$ cat src/rtl/cpu_ctrl_pkg.sv
// Shared control types for the CPU sequencers: state encoding and widths.
package cpu_ctrl_pkg;

    localparam int RETIRED_W = 32;

    // Sequencer states; the encoding is visible on waveforms, so keep it fixed.
    typedef enum logic [2:0] {
        IDLE   = 3'd0,
        FETCH  = 3'd1,
        EXEC   = 3'd2,
        UPDATE = 3'd3,
        HALTED = 3'd4,
        ERROR  = 3'd5
    } seq_state_t;

endpackage

$ cat src/rtl/fetch_timer.sv
// Fetch watchdog: counts cycles spent waiting for instruction memory and
// flags the last allowed cycle so the sequencer can give up on the fetch.
module fetch_timer #(
    parameter int TIMEOUT = 16
) (
    input  logic clk,
    input  logic Reset,
    input  logic run,
    input  logic clr,
    output logic expired
);

    localparam int CW = (TIMEOUT > 1) ? $clog2(TIMEOUT) : 1;
    localparam logic [CW-1:0] LAST = CW'(TIMEOUT - 1);

    logic [CW-1:0] cnt_q;
    logic [CW-1:0] cnt_d;

    // Clear dominates; otherwise advance once per waiting cycle.
    always_comb begin
        cnt_d = cnt_q;
        if (clr) begin
            cnt_d = '0;
        end else if (run) begin
            cnt_d = cnt_q + CW'(1);
        end
    end

    // Counter register, cleared asynchronously with the rest of the sequencer.
    always_ff @(posedge clk or negedge Reset) begin
        if (!Reset) begin
            cnt_q <= '0;
        end else begin
            cnt_q <= cnt_d;
        end
    end

    // Expired means this is the final cycle an ack may still arrive in.
    assign expired = (cnt_q == LAST);

endmodule

$ cat src/rtl/pc_seq_ctrl.sv
// Multi-cycle PC sequencer: fetch handshake, execute hold, one-cycle PC
// write per retired instruction, halt/resume, fetch timeout, retire count.
// Handshake: imem_req is held high for the whole FETCH state; any cycle in
// FETCH where imem_ack is sampled high completes the fetch. imem_ack outside
// FETCH is ignored.
module pc_seq_ctrl
    import cpu_ctrl_pkg::*;
#(
    parameter int TIMEOUT = 16
) (
    input  logic                 clk,
    input  logic                 Reset,
    input  logic                 start,
    input  logic                 imem_ack,
    input  logic                 stall,
    input  logic                 halt_req,
    input  logic                 branch_taken,
    output logic                 imem_req,
    output logic                 PCWre,
    output logic                 PCSrc,
    output logic                 halted,
    output logic                 err,
    output logic [RETIRED_W-1:0] retired
);

    seq_state_t           state_q;
    seq_state_t           state_d;
    logic                 pcsrc_q;
    logic                 pcsrc_d;
    logic [RETIRED_W-1:0] retired_q;
    logic [RETIRED_W-1:0] retired_d;
    logic                 tmr_run;
    logic                 tmr_clr;
    logic                 tmr_expired;

    // The timer only runs while waiting in FETCH; an ack or leaving FETCH
    // rearms it so every fetch gets the full window.
    assign tmr_run = (state_q == FETCH);
    assign tmr_clr = (state_q != FETCH) || imem_ack;

    fetch_timer #(
        .TIMEOUT(TIMEOUT)
    ) u_fetch_timer (
        .clk    (clk),
        .Reset  (Reset),
        .run    (tmr_run),
        .clr    (tmr_clr),
        .expired(tmr_expired)
    );

    // Next-state, branch-select latch and retire counter.
    always_comb begin
        state_d   = state_q;
        pcsrc_d   = pcsrc_q;
        retired_d = retired_q;
        unique case (state_q)
            IDLE: begin
                if (start) state_d = FETCH;
            end
            FETCH: begin
                if (imem_ack) begin
                    state_d = EXEC;
                end else if (tmr_expired) begin
                    state_d = ERROR;
                end
            end
            EXEC: begin
                // Stall wins over everything decoded this cycle.
                if (!stall) begin
                    if (halt_req) begin
                        state_d = HALTED;
                    end else begin
                        state_d = UPDATE;
                        pcsrc_d = branch_taken;
                    end
                end
            end
            UPDATE: begin
                retired_d = retired_q + RETIRED_W'(1);
                state_d   = FETCH;
            end
            HALTED: begin
                // Resume steps sequentially past the halt instruction.
                if (start) begin
                    state_d = UPDATE;
                    pcsrc_d = 1'b0;
                end
            end
            ERROR: begin
                state_d = ERROR;
            end
            default: begin
                state_d = IDLE;
            end
        endcase
    end

    // Sequencer registers.
    always_ff @(posedge clk or negedge Reset) begin
        if (!Reset) begin
            state_q   <= IDLE;
            pcsrc_q   <= 1'b0;
            retired_q <= '0;
        end else begin
            state_q   <= state_d;
            pcsrc_q   <= pcsrc_d;
            retired_q <= retired_d;
        end
    end

    // Outputs decode registered state only.
    assign imem_req = (state_q == FETCH);
    assign PCWre    = (state_q == UPDATE);
    assign PCSrc    = (state_q == UPDATE) && pcsrc_q;
    assign halted   = (state_q == HALTED);
    assign err      = (state_q == ERROR);
    assign retired  = retired_q;

endmodule

$ cat config.mk
export PLATFORM = sky130hd
export DESIGN_NAME = pc_seq_ctrl
export DESIGN_NICKNAME = d
export VERILOG_FILES = /design/src/rtl/cpu_ctrl_pkg.sv /design/src/rtl/fetch_timer.sv /design/src/rtl/pc_seq_ctrl.sv
export SDC_FILE = /design/constraint.sdc
export NUM_CORES = 1
export LEC_CHECK = 0
export ABC_AREA = 1
export CORE_ASPECT_RATIO = 2
export CORE_MARGIN = 2
export CORE_UTILIZATION = 35
export CTS_BUF_LIST = sky130_fd_sc_hd__clkbuf_4
export CTS_CLUSTER_SIZE = 16
export DETAILED_ROUTE_END_ITERATION = 6
export RECOVER_POWER = 50
export SLEW_MARGIN = 15
export SYNTH_ARGS = -nofsm -noshare
export SYNTH_HDL_FRONTEND = slang
export SYNTH_SLANG_ARGS = --single-unit
export TNS_END_PERCENT = 50
$ cat constraint.sdc
create_clock -name clk -period 3.91 [get_ports clk]
set_clock_uncertainty 0.15 [all_clocks]
set_input_delay 0.5865 -clock clk [delete_from_list [all_inputs] [get_ports clk]]
set_output_delay 0.5865 -clock clk [all_outputs]
set_load 0.03 [all_outputs]
==> flow_summary.toml, run 1 <==
[run_status]
run_status = "finished, violations left"
violations = "max-capacitance violations, max-slew violations"

[power_and_ir_drop]
seqPwrFrac_pct = 47.0
p_leak_nw = 1.186
power_switching_mw = 0.3645
pwr-share-clk_pct = 25.1
p_sw_share_pct = 34.46
pwr-share-comb_pct = 27.9
max-vdd-ir-drop_mv = 0.3643
internal-power_mw = 0.6931
power.density_nw_per_um2 = 394.6

[cts]
post_cts_buffers = 0
cts.sinks = 40
cts_hold_buf = 0
htree_levels = 2
cts_tree = "built"
max-clock-path-buffers = 2
clk_latency_ns = 0.36
clk_pin_slew_ns = 0.12
cts-buffers-inserted = 5
clockRootBuffer = "clkbuf_4"
cts_resized = 0

[critical_path]
arrival_ns = 2.15
r2r_start = "state_q[1]"
cp_cell_sequence = "nand2_1 -> nor2_4 -> inv_1 -> nor2_1 -> clkdlybuf4s50_1"
r2r-end = "retired[18]"
reg2reg_setup_slack_ns = 1.88
critPathKind = "flop to output pin"
cp_num_buf_inv = 2
path_max_fanout = 12
worst_path_max_delay_cell = "clkdlybuf4s50_1"
cp-start-kind = "flop"
crit_family = "buffers and inverters"
r2r_cells = 6
critPathCapture = "PCSrc"
end_kind = "output pin"
crit_cells = 5
worstSetupStartpoint = "state_q[1]"
cp.required_ns = 3.17
slowest_delay_ns = 0.67

[placed_design]
place.port_buffers = 43
postPlaceCellArea_um2 = 2629
dp_hpwl_mm = 3.829
gp_congestion = 0.8036

[route]
drc = 0
viasPerCell = 4.937
first_pass_iters = 4
ant_nets = 0
detail_route.iter0.violations = 50
vias = 1871
drt-total-wl_mm = 4.950
post_drt_wl_per_cell_um = 13.06

[logic_synthesis]
avgSynthCellArea_um2 = 8.029
ys_types = 24
synth_cells = 266
ys_ff_latch = 40
yosysSeqAreaShare_pct = 46.87
synthesis.area_um2 = 2136
syn-num-nets = 275
yosysWarningCount = 0

[sta]
rsz0062_at_grt = "false"
slew_headroom_pct = -40.98
worstMarginPinSlew_ns = 2.115
maxSlewViolCount = 41
period_minus_slack_ns = 2.885
tns_ns = 0
setup_violations = 0
max_freq_mhz = 346.7
fin_crit_sh_pct = 73.78
hold_violations = 0

[die]
die_h_um = 114.5
die-area_um2 = 6781
core_um2 = 5956
die_w_um = 59.24
fp-row-count = 40
initial_utilization_pct = 35.86
io_pins = 44

[cells_and_area]
final_cell_area_um2 = 2680
layout_commonest_cell = "nand2_1"
diodes = 0
synthToLayoutAreaGrowth_pct = 25.48
nets = 324
final_cell_mix = "69 x nand2_1, 41 x clkdlybuf4s50_1, 40 x dfrtp_1, 37 x inv_1, 35 x nor2_1"
layout-drive-gt1-share_pct = 3.797

[global_route]
grt-busiest-layer = "met2"
grt_pass1_wl_mm = 8.135
overflow = 0
grt_use_met2_pct = 28.64
met3_usage_pct = 3.955
grt_pass1_vias = 1801
gr-usage-met1_pct = 16.41
antenna_found_initial = 0
grt_usage_pct = 16.16
grt_max_degree = 41

[job]
cap_violations = 1

[worst_hold_path]
hold_path.class = "flop to flop"
[Yosys cell counts]
master / count / area (um2)
nand2_1: 68 / 255.2
dfrtp_1: 40 / 1001
inv_1: 36 / 135.1
nor2_1: 33 / 123.9
nand3_1: 17 / 85.08
xor2_1: 14 / 122.6
nand4_1: 11 / 68.82
nor3_1: 8 / 40.04
xnor2_1: 8 / 70.07
o21ai_0: 6 / 30.03
a21oi_1: 3 / 15.01
nand3_2: 3 / 30.03
nand3b_1: 3 / 22.52
nor2_2: 3 / 18.77
nor2_4: 3 / 33.78
ha_1: 2 / 25.02
and2_1: 1 / 6.260
buf_6: 1 / 11.26
inv_2: 1 / 3.750
nand2_2: 1 / 6.260
nor3_2: 1 / 10.01
nor3b_1: 1 / 7.510
nor4_1: 1 / 6.260
o21bai_1: 1 / 7.510
[routing by layer]
layer  part of all wire (%)  vias up
met5                      0        -
met3                    5.2       11
met1                     37      866
met4                    3.2        0
li1                       -      940
met2                     54       54
[state kept, by name, summed over array words and instances (netlist names)]
register / flops
pcsrc_q: 1
retired: 32
state_q: 3
u_fetch_timer.cnt_q: 4
[cells by family after synthesis]
logic type               count (synthesis)  synth area share (%)
XOR/XNOR                                22                 9.022
flip-flops                              40                 46.87
adder cells (fa/ha/maj)                  2                 1.171
AO/OA/AOI/OAI                           10                 2.460
buffers and inverters                   38                 7.030
AND/OR/NAND/NOR                        154                 33.45
[metrics by stage]
step                cells  hold WS (ns)  total power [mW]  worst slack, ns  utilization [%]
floorplan             266        0.1409            0.6963            1.928                -
global placement      371        0.2943            0.8007            1.496            44.14
detailed placement    371        0.3057            0.8055            1.487            44.14
CTS                   379        0.2104             1.081            1.045            45.40
global route          379        0.3458             1.126           0.8662            45.00
finish                379        0.3181             1.058            1.025            45.00
[area by class of cell]
cell class / count / area (um2)
clock inverters: 3 / 37.54
inverters: 37 / 138.9
well taps: 63 / 78.83
multi-input cells: 188 / 962.2
repair buffers: 43 / 424.2
flip-flops and latches: 40 / 1001
fillers: 597 / 3276
clock buffers: 5 / 37.54
[power groups by stage]
stage	Sequential [mW]	Combinational, mW	Clock [mW]
finish	0.497	0.295	0.265
global route	0.504	0.330	0.292
CTS	0.499	0.302	0.280
detailed placement	0.507	0.299	0
global placement	0.505	0.295	0
floorplan	0.533	0.163	0
[how the worst min path moves through the flow]
stage,startpoint,end,slack (ns),depth (start not counted)
floorplan,Reset,pcsrc_q,0.14,0
global placement,u_fetch_timer.cnt_q[0],u_fetch_timer.cnt_q[0],0.29,1
detailed placement,u_fetch_timer.cnt_q[0],u_fetch_timer.cnt_q[0],0.31,1
CTS,Reset,retired[16],0.21,1
global route,u_fetch_timer.cnt_q[0],u_fetch_timer.cnt_q[0],0.35,1
finish,u_fetch_timer.cnt_q[0],u_fetch_timer.cnt_q[0],0.32,1
Power figures use the tool's default switching activity.
==> run 2: changes to the inputs <==
==> constraint.sdc (replaced) <==
create_clock -name clk -period 2.8 [get_ports clk]
set_clock_uncertainty 0.15 [all_clocks]
set_input_delay 0.42 -clock clk [delete_from_list [all_inputs] [get_ports clk]]
set_output_delay 0.42 -clock clk [all_outputs]
set_load 0.03 [all_outputs]
==> run 2 against run 1 <==
Net effect: the run still ends with max-capacitance violations, max-slew violations left; sequential power increased by 39%; hold slack improved by 0.0012 ns; core utilization increased by 0.25 points; non-clock buffer count increased by 1; critical path type unchanged; critical endpoint is now PCWre.
==> flow_summary.toml, run 2 (synthesis results as in run 1) <==
[cells_and_area]
fin_cells = 380
final_cell_mix = "69 x nand2_1, 42 x clkdlybuf4s50_1, 40 x dfrtp_1, 36 x inv_1, 36 x nor2_1"
final_util_pct = 45.25
layout-drive-gt1-share_pct = 5.047
layout.area.seq_um2 = 1001
largest_reg_flops = 32
fillers = 601
synthToLayoutAreaGrowth_pct = 26.19
nets = 325
multi_input_area_um2 = 964.7
diodes = 0
layout_commonest_cell = "nand2_1"

[critical_path]
r2r_start = "state_q[1]"
path_max_fanout = 9
end_kind = "output pin"
cp.required_ns = 2.23
arrival_ns = 1.98
critPathKind = "flop to output pin"
worstSetupStartpoint = "state_q[1]"
cp-start-kind = "flop"

[power_and_ir_drop]
power.density_nw_per_um2 = 559.1
total_power_mw = 1.507
pwr-share-comb_pct = 27.8
seqPwrFrac_pct = 45.9
internal-power_mw = 0.9881
p_leak_nw = 1.197
power_switching_mw = 0.5187
pwr-share-clk_pct = 26.3
max-vdd-ir-drop_mv = 0.4239
p_sw_share_pct = 34.42

[placed_design]
place.port_buffers = 43
dp_hpwl_mm = 3.883
gp_congestion = 0.8201
dp.cells = 372

[global_route]
grt_pass1_vias = 1773
antenna_found_initial = 0
overflow = 0
grt_max_degree = 41
grt_usage_pct = 16.63
grt_pass1_wl_mm = 8.362

[run_status]
run_status = "finished, violations left"
violations = "max-capacitance violations, max-slew violations"

[sta]
fin_crit_sh_pct = 90.90
max_freq_mhz = 392.9
hold_violations = 0
rsz0062_at_grt = "false"
tns_ns = 0
worstMarginPinSlew_ns = 2.210
setup_violations = 0
slew_headroom_pct = -47.36
maxSlewViolCount = 41
period_minus_slack_ns = 2.545
whs_ns = 0.3193

[die]
fp-row-count = 40
die_h_um = 114.5
die-area_um2 = 6781
die_w_um = 59.24
io_pins = 44
core_um2 = 5956
initial_utilization_pct = 35.86

[cts]
max-clock-path-buffers = 2
post_cts_buffers = 0
clk_latency_ns = 0.37
cts_resized = 0
clk_pin_slew_ns = 0.11
cts_hold_buf = 0
htree_levels = 2
cts-buffers-inserted = 5
cts_tree = "built"
clockRootBuffer = "clkbuf_4"
cts.sinks = 40

[route]
detail_route.iter0.violations = 54
drt-total-wl_mm = 5.078
post_drt_wl_per_cell_um = 13.36
drc = 0
vias = 1877
ant_nets = 0
viasPerCell = 4.939
first_pass_iters = 6

[worst_hold_path]
hold_path.class = "flop to flop"
min_from = "u_fetch_timer.cnt_q[0]"

[job]
cap_violations = 1
==> run 2: cell type report <==
type,instances,area share (%)
Multi-Input combinational cell,188,35.79
Tap cell,63,2.925
Clock buffer,6,1.671
Clock inverter,2,1.300
Inverter,37,5.153
Timing Repair Buffer,44,16.02
Sequential cell,40,37.14
==> run 2: critical path: stages, from the launching register on <==
cell and delay, ns:
dfrtp_1 0.48, nand2_1 0.13, nor2_4 0.14, buf_4 0.18
clkdlybuf4s50_1 0.68
==> run 2: worst paths after layout <==
check	slack, ns	depth (start not counted)	to
max in group asynchronous	0.70	1	retired[10]
min in group asynchronous	0.54	1	retired[11]
setup / recovery	0.25	4	PCWre
hold reg to reg	0.32	1	u_fetch_timer.cnt_q[0]
hold / removal	0.32	1	u_fetch_timer.cnt_q[0]
setup reg to reg	0.78	7	retired[18]
==> run 2: power by group through the flow <==
stage / logic (mW) / clock network (mW) / registers [mW]
floorplan: 0.228 / 0 / 0.744
global placement: 0.417 / 0 / 0.705
detailed placement: 0.424 / 0 / 0.706
CTS: 0.427 / 0.411 / 0.695
global route: 0.464 / 0.436 / 0.701
finish: 0.419 / 0.396 / 0.692
==> run 2: metrics by stage <==
step | worst slack [ns] | instance area (um2)
6_report | 0.2548 | 2695
2_1_floorplan | 0.9840 | 2136
3_3_place_gp | 0.7066 | 2636
4_1_cts | 0.2351 | 2716
3_5_place_dp | 0.6669 | 2636
5_1_grt | 0.1514 | 2695
==> run 2: layer usage <==
metal | global-route usage (%) | vias to the layer above | share of wire (%)
li1 | - | 936 | -
met1 | 18.79 | 877 | 40
met2 | 28.21 | 50 | 53
met3 | 3.277 | 14 | 3.6
met4 | 9.091 | 0 | 3.2
met5 | 0 | - | 0
==> edit 1 (config.mk and constraints of run 2) <==
The package constant `RETIRED_W` goes from 32 to 64.
--- a/src/rtl/cpu_ctrl_pkg.sv
+++ b/src/rtl/cpu_ctrl_pkg.sv
@@ -1,7 +1,7 @@
 // Shared control types for the CPU sequencers: state encoding and widths.
 package cpu_ctrl_pkg;
 
-    localparam int RETIRED_W = 32;
+    localparam int RETIRED_W = 64;
 
     // Sequencer states; the encoding is visible on waveforms, so keep it fixed.
     typedef enum logic [2:0] {
Ports: changed (resized retired); port bits go from 44 to 76. No check against the original RTL was run, so the function may have changed too.
==> edit 1 against run 2 <==
Design area is 94% higher. Power rose by 48%. Area after synthesis is 97% higher. Hold slack better by 0.0029 ns. Setup slack lost 0.11 ns. Sequential cell count grew 32. Sequential power rose by 69%. Global-route usage rose by 5.3 points. Wire length grew to 2.7 times the old value. Non-clock buffer count increased by 37. Largest power group unchanged. Utilization shrank 0.61 points.
==> edit 1: results (changes against run 2) <==
| Metric | Value |
|---|---|
| Largest fanout on the critical path | 12 (+3) |
| Final nets | 679 (+110%) |
| Post-synth ARST share | 100% (unchanged) |
| First-pass GRT wire length | 21.3 mm (+150%) |
| Share of layout cells above drive strength 1 | 4.89% (-0.16 points) |
| Synth area leaders | dfrtp_1 (43%), nand2_1 (16%), nor2_1 (9.8%) |
| Status | finished, final reports clean |
| Post-DP HPWL | 10.8 mm (+180%) |
| Clock-pin slew on the worst setup and hold paths | 0.13 ns (+0.02 ns) |
| Met1 WL | 4.68 mm (+130%) |
| Tot GR Track Use | 22.0% (+5.3 points) |
| Dpl ws | 0.595 ns (-0.0715 ns) |
| Placed Cells incl. Taps | 803 (+120%) |
| Largest net degree at the start of global routing | 29 (-29%) |
| Routability Congestion | 0.970 (+18%) |
| Max VDD drop | 241 µV (-43%) |
| Starting DRT DRC Count | 142 (+160%) |
| CP arrival | 2.08 ns (+0.10 ns) |
| Mapped Cells | 580 (+120%) |
| Pleak | 2.18 nW (+82%) |
| Most frequent cells after synthesis | nand2_1 (177), nor2_1 (110), dfrtp_1 (72) |
| Vias in the first global route | 4,166 (+130%) |
| Initial DRT Pass Iterations | 5 (-1) |
| Routed WL | 13.5 mm (+170%) |
| Wirelength per Cell | 16.4 µm (+23%) |
| Internal Pwr Total | 0.00144 W (+45%) |
| Number of buffers created by CTS | 9 (+4) |
| Root Driver | clkbuf_4 |
| Total number of vias | 4,108 (+120%) |
| Worst slew margin | 11.7% (+59 points) |
| Syn_nets | 589 (+110%) |
| Clk_lat worst skew | 0.45 ns (+0.08 ns) |
| WL met2 | 7.61 mm (+180%) |
| Post-synthesis cell type count | 30 (+25%) |
| Register area share after synthesis | 42.8% (-4.0 points) |
| Total number of H-tree levels | 3 (+1) |
| Number of port buffers | 75 (+74%) |
| Wire length on met3 | 420 µm (+130%) |
edit 1: through the flow:
step | utilization [%] | cell area (µm²)
after floorplan | - | 4210
after global placement | 44.0 | 5150
after detailed placement | 44.0 | 5150
after CTS | 45.0 | 5270
after global routing | 44.6 | 5220
final | 44.6 | 5220
edit 1: timing repair:
item                       in CTS  in global routing
gates resized for setup         0                  0
hold buffers                    1                  0
setup endpoints to repair       0                  0
hold endpoints to repair       22                  0
edit 1: final cells by class:
| class | count | area (µm²) |
|---|---|---|
| fill | 1244 | 6480 |
| multi-input combinational | 444 | 2120 |
| sequential | 72 | 1800 |
| timing repair buffer | 81 | 779 |
| inverter | 62 | 233 |
| tap | 145 | 181 |
| clock buffer | 9 | 67.6 |
| clock inverter | 7 | 38.8 |
| antenna | 1 | 2.50 |
edit 1: critical path, stage by stage (launching register included):
cell,delay (ns)
dfrtp_1,0.48
nand2_2,0.09
nor2_4,0.32
clkdlybuf4s50_1,0.75
edit 1: path summary, 6_finish.rpt:
kind,start,end,slack [ns],depth (start not counted)
worst max-delay path,state_q[0],PCWre,0.15,3
min in group asynchronous,Reset,retired[30],0.62,2
worst min register to register,u_fetch_timer.cnt_q[0],u_fetch_timer.cnt_q[0],0.32,1
worst min-delay path,u_fetch_timer.cnt_q[0],u_fetch_timer.cnt_q[0],0.32,1
worst max register to register,retired[3],retired[43],0.32,9
max in group asynchronous,Reset,retired[6],0.49,3
edit 1: power by group through the flow:
stage	combinational (W)	sequential, W	clock [W]
final	0.000485	0.00117	0.000575
after global routing	0.000529	0.00119	0.000627
after CTS	0.000504	0.00118	0.000590
after detailed placement	0.000501	0.00120	0
after global placement	0.000494	0.00119	0
after floorplan	0.000255	0.00123	0
edit 1: cell families after synthesis:
| logic type | Yosys count | share of synthesized area [%] |
|---|---|---|
| and+or+nand+nor | 383 | 39.5 |
| xor gates and xnor gates | 42 | 8.75 |
| DFF | 72 | 42.8 |
| adders and majority gates | 2 | 0.595 |
| AOI/OAI and AO/OA | 17 | 2.38 |
| buffers and inverters | 64 | 5.92 |
edit 1: routing by layer:
layer | GRT usage (%) | vias to the layer above
met1 | 21.6 | 1964
met5 | 0 | -
met4 | 13.4 | 0
met2 | 40.8 | 102
li1 | - | 2002
met3 | 3.06 | 40
==> edit 2 (flow settings as in run 2) <==
Without the edit above. The 6 states of `seq_state_t` get a Gray code encoding in 3 bits.
--- a/src/rtl/cpu_ctrl_pkg.sv
+++ b/src/rtl/cpu_ctrl_pkg.sv
@@ -5,12 +5,12 @@
 
     // Sequencer states; the encoding is visible on waveforms, so keep it fixed.
     typedef enum logic [2:0] {
-        IDLE   = 3'd0,
-        FETCH  = 3'd1,
-        EXEC   = 3'd2,
-        UPDATE = 3'd3,
-        HALTED = 3'd4,
-        ERROR  = 3'd5
+        IDLE   = 3'b000,
+        FETCH  = 3'b001,
+        EXEC   = 3'b011,
+        UPDATE = 3'b010,
+        HALTED = 3'b110,
+        ERROR  = 3'b111
     } seq_state_t;
 
 endpackage
Function: same outputs for any inputs over 10 cycles, from zero or initial values and one cycle with Reset low; not proved beyond that.
==> edit 2 against run 2 <==
The flow still finishes with violations (max-capacitance violations, max-slew violations). Setup slack got worse by 0.032 ns. Largest cell class is now multi-input combinational cells. Area after synthesis increased by 6.1%. Sequential cell count unchanged. Combinational power increased by 29%. Hold slack improved by 0.013 ns. Highest routed layer unchanged. Critical path type unchanged. Design area increased by 4.5%. Wire length increased by 7.5%. Power increased by 10%. Clock power decreased by 5.6%. Largest power group unchanged. Non-clock buffer count decreased by 1. Cell count increased by 12%. Via count increased by 9.6%. First-iteration DRC count increased by 15%. Synthesized cell count increased by 9.4%. Critical endpoint is now imem_req.
==> edit 2: results (changes against run 2) <==
| Metric | Value |
|---|---|
| Syn_nets | 300 (+9.1%) |
| Routed WL | 5.46 mm (+7.5%) |
| Initial DRT Pass Iterations | 4 (-2) |
| First-pass GRT wire length | 9.38 mm (+12%) |
| Share of layout cells above drive strength 1 | 5.29% (+0.25 points) |
| Starting DRT DRC Count | 62 (+15%) |
| Max VDD drop | 326 µV (-23%) |
| Synth warn | 0 (unchanged) |
| Largest fanout on the critical path | 8 (-1) |
| Post-synth ARST share | 100% (unchanged) |
| Synth area leaders | dfrtp_1 (44%), nand2_1 (13%), inv_1 (6.3%) |
| Deepest clock path buffer count | 2 (unchanged) |
| Post-DP HPWL | 4.23 mm (+8.8%) |
| Fillers | 663 (+10%) |
| Worst r2r path cells | 8 (+1) |
| Most frequent cells after synthesis | nand2_1 (79), dfrtp_1 (40), inv_1 (38) |
| Status | finished, violations left |
| Max-slew violations | 41 (unchanged) |
| Cell at the slowest stage of the critical path | clkdlybuf4s50_1 |
| Max-Cap Viols | 1 (unchanged) |
| CP arrival | 2.01 ns (+0.03 ns) |
| Routability Congestion | 0.785 (-4.2%) |
| Failing checks | max-capacitance violations, max-slew violations |
| Register area share after synthesis | 44.2% (-2.7 points) |
| RR Startpoint | state_q[2] |
| Slowest stage delay, CP | 0.75 ns (+0.07 ns) |
| Vias/cell | 4.83 (-2.2%) |
| Post-synthesis cell type count | 23 (-4.2%) |
| Final nets | 348 (+7.1%) |
| R2r setup slk | 0.87 ns (+0.09 ns) |
| Pleak | 1.28 nW (+7.3%) |
edit 2: cell count changes after synthesis, moves of 4 or more:
cell	delta
nor3_1	-5
nand3_1	+10
nand4_1	+8
nor2_4	+4
nand2_1	+11
xor2_1	-4
edit 2: worst max-delay path by stage:
stage / from / end / slack (ns) / depth (start not counted)
2_1_floorplan: retired[1] / retired[24] / 1.05 / 8
3_3_place_gp: state_q[2] / PCSrc / 0.62 / 4
3_5_place_dp: state_q[2] / PCSrc / 0.60 / 4
4_1_cts: state_q[2] / PCSrc / 0.19 / 4
5_1_grt: state_q[2] / imem_req / 0.13 / 2
6_report: state_q[2] / imem_req / 0.22 / 2
edit 2: logic make-up after synthesis:
logic type      Yosys count  share of synthesized area [%]
buf+inv                  41                           7.29
simple gates            183                           38.8
fa+ha+maj                 2                           1.10
flops                    40                           44.2
xor+xnor                 18                           6.96
compound gates            7                           1.71
edit 2: metal layers:
metal / global-route usage, % / wire [µm] / vias to the layer above
met5: 0 / 0 / -
met4: 7.20 / 137 / 0
met3: 3.19 / 197 / 10
met2: 30.2 / 2990 / 39
met1: 18.7 / 2130 / 984
li1: - / - / 1024
edit 2: cell type report:
cell class                 count  area (µm²)  area share [%]
tap                           86         108            3.82
clock buffer                   5        37.5            1.33
multi-input combinational    210        1060            37.7
sequential                    40        1000            35.5
timing repair buffer          43         424            15.1
inverter                      39         146            5.20
clock inverter                 3        37.5            1.33
edit 2: metrics by stage:
| step | setup WS (ns) | cell area [µm²] | instances |
|---|---|---|---|
| 3_3_place_gp | 0.621 | 2780 | 418 |
| 3_5_place_dp | 0.601 | 2780 | 418 |
| 4_1_cts | 0.193 | 2860 | 426 |
| 2_1_floorplan | 1.05 | 2270 | 291 |
| 6_report | 0.222 | 2820 | 426 |
| 5_1_grt | 0.129 | 2820 | 426 |
edit 2: where the power goes:
part	internal [W]	switching (W)
combinational	0.000206	0.000334
clock	0.000182	0.000192
sequential	0.000646	0.000103
